### src/rtl/bcd_pkg.sv
// rtl/bcd_pkg.sv - shared digit width, radix and sequencer state type for the BCD subtractor
package bcd_pkg;
  localparam int BCD_W     = 4;
  localparam int BCD_RADIX = 10;

  typedef enum logic [1:0] {IDLE, ONES, TENS, DONE} state_t;
endpackage

### src/rtl/bcd_digit_sub.sv
// rtl/bcd_digit_sub.sv - one BCD digit of a - b - bin with ten's-complement correction
module bcd_digit_sub
  import bcd_pkg::*;
(
  input  logic [BCD_W-1:0] a,
  input  logic [BCD_W-1:0] b,
  input  logic             bin,
  output logic [BCD_W-1:0] d,
  output logic             bout
);
  logic [BCD_W:0] diff;

  // The extra MSB acts as a sign bit: every 4-bit a - b - bin fits in 5-bit signed.
  always_comb begin
    diff = {1'b0, a} - {1'b0, b} - {{BCD_W{1'b0}}, bin};
    bout = diff[BCD_W];
    d    = bout ? (diff[BCD_W-1:0] + BCD_W'(BCD_RADIX)) : diff[BCD_W-1:0];
  end
endmodule

### src/rtl/bcd_minus_bcd_seq.sv
// rtl/bcd_minus_bcd_seq.sv - digit-serial 2-digit BCD subtractor; BCD_SUB_INVALID_DETECT_EN adds err
module bcd_minus_bcd_seq
  import bcd_pkg::*;
(
  input  logic             clk,
  input  logic             rst,
  input  logic             start,
  input  logic [BCD_W-1:0] ones1,
  input  logic [BCD_W-1:0] tens1,
  input  logic [BCD_W-1:0] ones2,
  input  logic [BCD_W-1:0] tens2,
  input  logic             Bin,
  output logic [BCD_W-1:0] ones,
  output logic [BCD_W-1:0] tens,
  output logic             Bout,
  output logic             busy,
  output logic             done
`ifdef BCD_SUB_INVALID_DETECT_EN
  ,
  output logic             err
`endif
);
  state_t           state, state_n;
  logic             accept;
  logic [BCD_W-1:0] o1_q, t1_q, o2_q, t2_q;
  logic             bin_q, b_q;
  logic [BCD_W-1:0] a_sel, b_sel, d;
  logic             c_sel, bout;

  always_ff @(posedge clk) begin
    if (rst) state <= IDLE;
    else     state <= state_n;
  end

  always_comb begin
    state_n = state;
    accept  = 1'b0;
    case (state)
      IDLE: if (start) begin
        accept  = 1'b1;
        state_n = ONES;
      end
      ONES: state_n = TENS;
      TENS: state_n = DONE;
      DONE: begin
        accept  = start;
        state_n = start ? ONES : IDLE;
      end
      default: state_n = IDLE;
    endcase
  end

  assign busy = (state == ONES) || (state == TENS);
  assign done = (state == DONE);

  // One digit subtractor shared by both steps; the tens step uses the ones-step borrow.
  assign a_sel = (state == TENS) ? t1_q : o1_q;
  assign b_sel = (state == TENS) ? t2_q : o2_q;
  assign c_sel = (state == TENS) ? b_q  : bin_q;

  bcd_digit_sub u_digit (
    .a    (a_sel),
    .b    (b_sel),
    .bin  (c_sel),
    .d    (d),
    .bout (bout)
  );

  always_ff @(posedge clk) begin
    if (rst) begin
      o1_q  <= '0;
      t1_q  <= '0;
      o2_q  <= '0;
      t2_q  <= '0;
      bin_q <= 1'b0;
      b_q   <= 1'b0;
      ones  <= '0;
      tens  <= '0;
      Bout  <= 1'b0;
    end else begin
      if (accept) begin
        o1_q  <= ones1;
        t1_q  <= tens1;
        o2_q  <= ones2;
        t2_q  <= tens2;
        bin_q <= Bin;
      end
      if (state == ONES) begin
        ones <= d;
        b_q  <= bout;
      end
      if (state == TENS) begin
        tens <= d;
        Bout <= bout;
      end
    end
  end

`ifdef BCD_SUB_INVALID_DETECT_EN
  logic invalid;
  assign invalid = (o1_q > BCD_W'(BCD_RADIX - 1)) || (t1_q > BCD_W'(BCD_RADIX - 1)) ||
                   (o2_q > BCD_W'(BCD_RADIX - 1)) || (t2_q > BCD_W'(BCD_RADIX - 1));

  // Raised on entry to DONE, held until the next accepted start.
  always_ff @(posedge clk) begin
    if (rst)                 err <= 1'b0;
    else if (accept)         err <= 1'b0;
    else if (state == TENS)  err <= invalid;
  end
`endif
endmodule

### config.mk
export PLATFORM = sky130hd
export DESIGN_NAME = bcd_minus_bcd_seq
export DESIGN_NICKNAME = d
export VERILOG_FILES = /design/src/rtl/bcd_pkg.sv /design/src/rtl/bcd_digit_sub.sv /design/src/rtl/bcd_minus_bcd_seq.sv
export SDC_FILE = /design/constraint.sdc
export NUM_CORES = 1
export LEC_CHECK = 0
export BUFFER_PORTS_ARGS = -buffer_cell sky130_fd_sc_hd__buf_2
export CAP_MARGIN = 15
export CORE_ASPECT_RATIO = 1.75
export CORE_MARGIN = 5
export CORE_UTILIZATION = 30
export DETAILED_ROUTE_END_ITERATION = 10
export PLACE_DENSITY_LB_ADDON = 0.3
export SLEW_MARGIN = 20
export SYNTH_ARGS = -nofsm -noshare
export SYNTH_HDL_FRONTEND = slang
export SYNTH_SLANG_ARGS = --single-unit
### constraint.sdc
create_clock -name clk -period 4.7 [get_ports clk]
set_clock_uncertainty 0.2 [all_clocks]
set_input_delay 0.47 -clock clk [delete_from_list [all_inputs] [get_ports clk]]
set_output_delay 0.47 -clock clk [all_outputs]
set_load 0.02 [all_outputs]
==> metrics.md <==
| Metric | Value |
|---|---|
| Worst slack at placement | 1.03 ns |
| Max-slew headroom | 30.0% |
| Ports | 31 |
| #FFs+latches synth | 29 |
| YS warnings | 0 |
| F_max | 273 MHz |
| CTS tree | done |
| Worst setup startpoint | state[0] |
| RSZ-0062 raised after global routing | false |
| First-pass iteration count of the detailed router | 3 |
| R2R Path End | tens[2] |
| Most common cell in the netlist | nand2_1 |
| Post-synth EDFFs | 0 |
| Overall routing resource usage | 10.2% |
| R2R Setup Slk | 1.04 ns |
| Required time of the critical path | 4.69 ns |
| Core area | 4710 um2 |
| CTS root buf | clkbuf_8 |
| Vias/cell | 4.71 |
| Overflow after GRT | 0 |
| # DRC | 0 |
| Clk Latency, worst-skew pair | 0.28 ns |
| Clock Pin Slew Worst Setup and Hold Paths | 0.06 ns |
| Final HPWL DP | 2160 um |
| Die W | 62.8 um |
| Top cell type by total area after synthesis | dfxtp_1 |
| Ys flop type | dfxtp_1 |
| Worst setup path endpoint | tens[2] |
| Detailed Route WL | 2810 um |
| Largest net degree at the start of global routing | 32 |
| Startpoint types | flip-flop |
| R2r startpoint | state[0] |
| Synthesized area | 1470 um2 |
| First-pass GRT wire length | 5150 um |
| Leakage | 0.000738 uW |
| Pint | 762 uW |
| Initial Util | 31.1% |
| Row Count | 33 |
| Dominant cells by area after synthesis | dfxtp_1, nand2_1, ha_1, a21oi_1, a211oi_1 |
| Layout Area Growth over Synthesis | 18.0% |
| Antenna Nets Post-Route | 0 |
| Share of layout cells above drive strength 1 | 23.4% |
| Commonest cells in the netlist | nand2_1, dfxtp_1, a21oi_1, ha_1, nor2_1 |
| Max Buffers Root-to-Sink | 2 |
| Logic pwr share | 56.8% |
| Crit path max fanout | 13 |
| Routed WL per cell | 11.3 um |
| WP data arrival | 3.65 ns |
| Antenna fix cells | 0 |
| Synth cell types | 29 |
| Clk pwr share | 15.4% |
| Worst slew pin tran | 1.05 ns |
| Final hold viol count | 0 |
| Critical path class | flip-flop to flip-flop |
| Routed vias | 1,174 |
| Max cap viols | 0 |
| Sw Pwr | 546 uW |
| PostCTS Resize Cnt | 0 |
| Fin crit share | 77.9% |
| Final WS setup | 1.04 ns |
| Share of the synthesized area in the top cell type | 39.6% |
| Status | finished, final reports clean |
| Port bufs | 30 |
| Initial antenna violation count | 0 |
| Seq pwr share | 27.7% |
| Sw Ratio | 41.8% |
| Max-slew violations | 0 |
| CP endpoint kind | flip-flop |
| Cts hold-fix bufs | 0 |
| Routability cong. | 0.837 |
| VDD IR-drop max | 0.000307 V |
| # setup viols final | 0 |
| Initial drt markers | 13 |
| Pwr Density | 757 nW/um2 |
| Post-synthesis cell count | 169 |
| H-tree levels | 2 |
| Setup bufs post-CTS | 0 |
| Seq/Total Area, Yosys | 39.6% |
| Worst hold path class | input port to flip-flop |
| CTS buffer count | 5 |
| Syn_area_per_cell | 8.67 um2 |
| Nets | 229 |
| Die area | 6440 um2 |
| Die height | 102 um |
| Min Clock Period, post-route | 3.66 ns |
| R2R cell count | 11 |
| Async set or reset register ratio after synthesis | 0% |
| Vias in the first global route | 1,245 |
| Clock sinks | 29 |
| Setup tns final | 0 ns |
| Synth Net Count | 201 |
power groups by stage:
stage,Combinational [uW],Sequential [uW],Clock (uW)
3_5_place_dp,757,369,0
6_report,743,363,202
4_1_cts,761,364,210
3_3_place_gp,745,370,0
5_1_grt,874,373,220
2_1_floorplan,575,400,0
layout make-up:
| cell class | instances | area [um2] |
|---|---|---|
| clock buffers | 7 | 86.3 |
| fillers | 534 | 2980 |
| inverters | 6 | 22.5 |
| multi-input cells | 124 | 817 |
| flip-flops and latches | 29 | 581 |
| well taps | 52 | 65.1 |
| repair buffers | 31 | 158 |
metal layers:
| layer | vias up | global-route usage (%) | part of all wire (%) |
|---|---|---|---|
| met5 | - | 0 | 0 |
| met4 | 0 | 4.90 | 2.2 |
| met3 | 8 | 4.51 | 6.3 |
| met2 | 25 | 18.5 | 52 |
| met1 | 518 | 9.66 | 39 |
| li1 | 623 | - | - |
kinds of logic (layout without fill, tap and decap cells):
family / count (synthesis) / in the layout / share of synthesized area (%)
compound gates: 38 / 38 / 16.5
flops: 29 / 29 / 39.6
mux: 10 / 10 / 7.51
xor+xnor: 3 / 3 / 1.79
fa+ha+maj: 12 / 12 / 11.3
buf+inv: 16 / 44 / 4.61
simple gates: 61 / 61 / 18.7
critical path, cell delays in order (launching register included):
cell	delay, ns
dfxtp_1	0.34
inv_1	0.14
ha_1	0.45
mux2_2	0.41
fa_1	0.41
inv_1	0.10
fa_1	0.45
ha_1	0.34
a21oi_1	0.08
o22a_1	0.18
o221a_2	0.27
a211oi_1	0.21
flip-flops by register name, indices dropped and copies added (netlist names):
register,flops
tens,4
Bout,1
o2_q,4
ones,4
o1_q,4
state,2
b_q,1
t2_q,4
t1_q,4
bin_q,1
worst min path at each step:
stage	from	to	slack (ns)	cells past startpoint
global route	ones2[3]	o2_q[3]	0.22	3
global placement	t2_q[3]	t2_q[3]	0.24	2
floorplan	t2_q[0]	t2_q[0]	0.23	2
detailed placement	t2_q[3]	t2_q[3]	0.25	2
CTS	ones2[0]	o2_q[0]	0.22	3
finish	ones2[0]	o2_q[0]	0.23	3
stage by stage:
step | std cells | total power (uW) | utilization (%) | instance area (um2) | hold slack, ns
CTS | 249 | 1330 | 36.7 | 1730 | 0.220
global route | 249 | 1470 | 36.7 | 1730 | 0.225
floorplan | 169 | 975 | - | 1470 | 0.233
global placement | 242 | 1110 | 34.9 | 1640 | 0.244
finish | 249 | 1310 | 36.7 | 1730 | 0.225
detailed placement | 242 | 1130 | 34.9 | 1640 | 0.246
cells in the final DEF (no fill, tap or decap), drive strengths merged:
master	count
nand2	37
nor3	1
ha	10
dfxtp	29
o22ai	2
nor2	10
nor2b	1
a21oi	22
or2b	1
mux2i	5
a31oi	1
o221a	1
a211o	1
and3b	1
and2	2
fa	2
o221ai	1
xnor2	2
xor2	1
buf	31
inv	6
clkbuf	7
o22a	1
nand2b	8
a211oi	9
mux2	5
(Power assumes the default switching activity.)
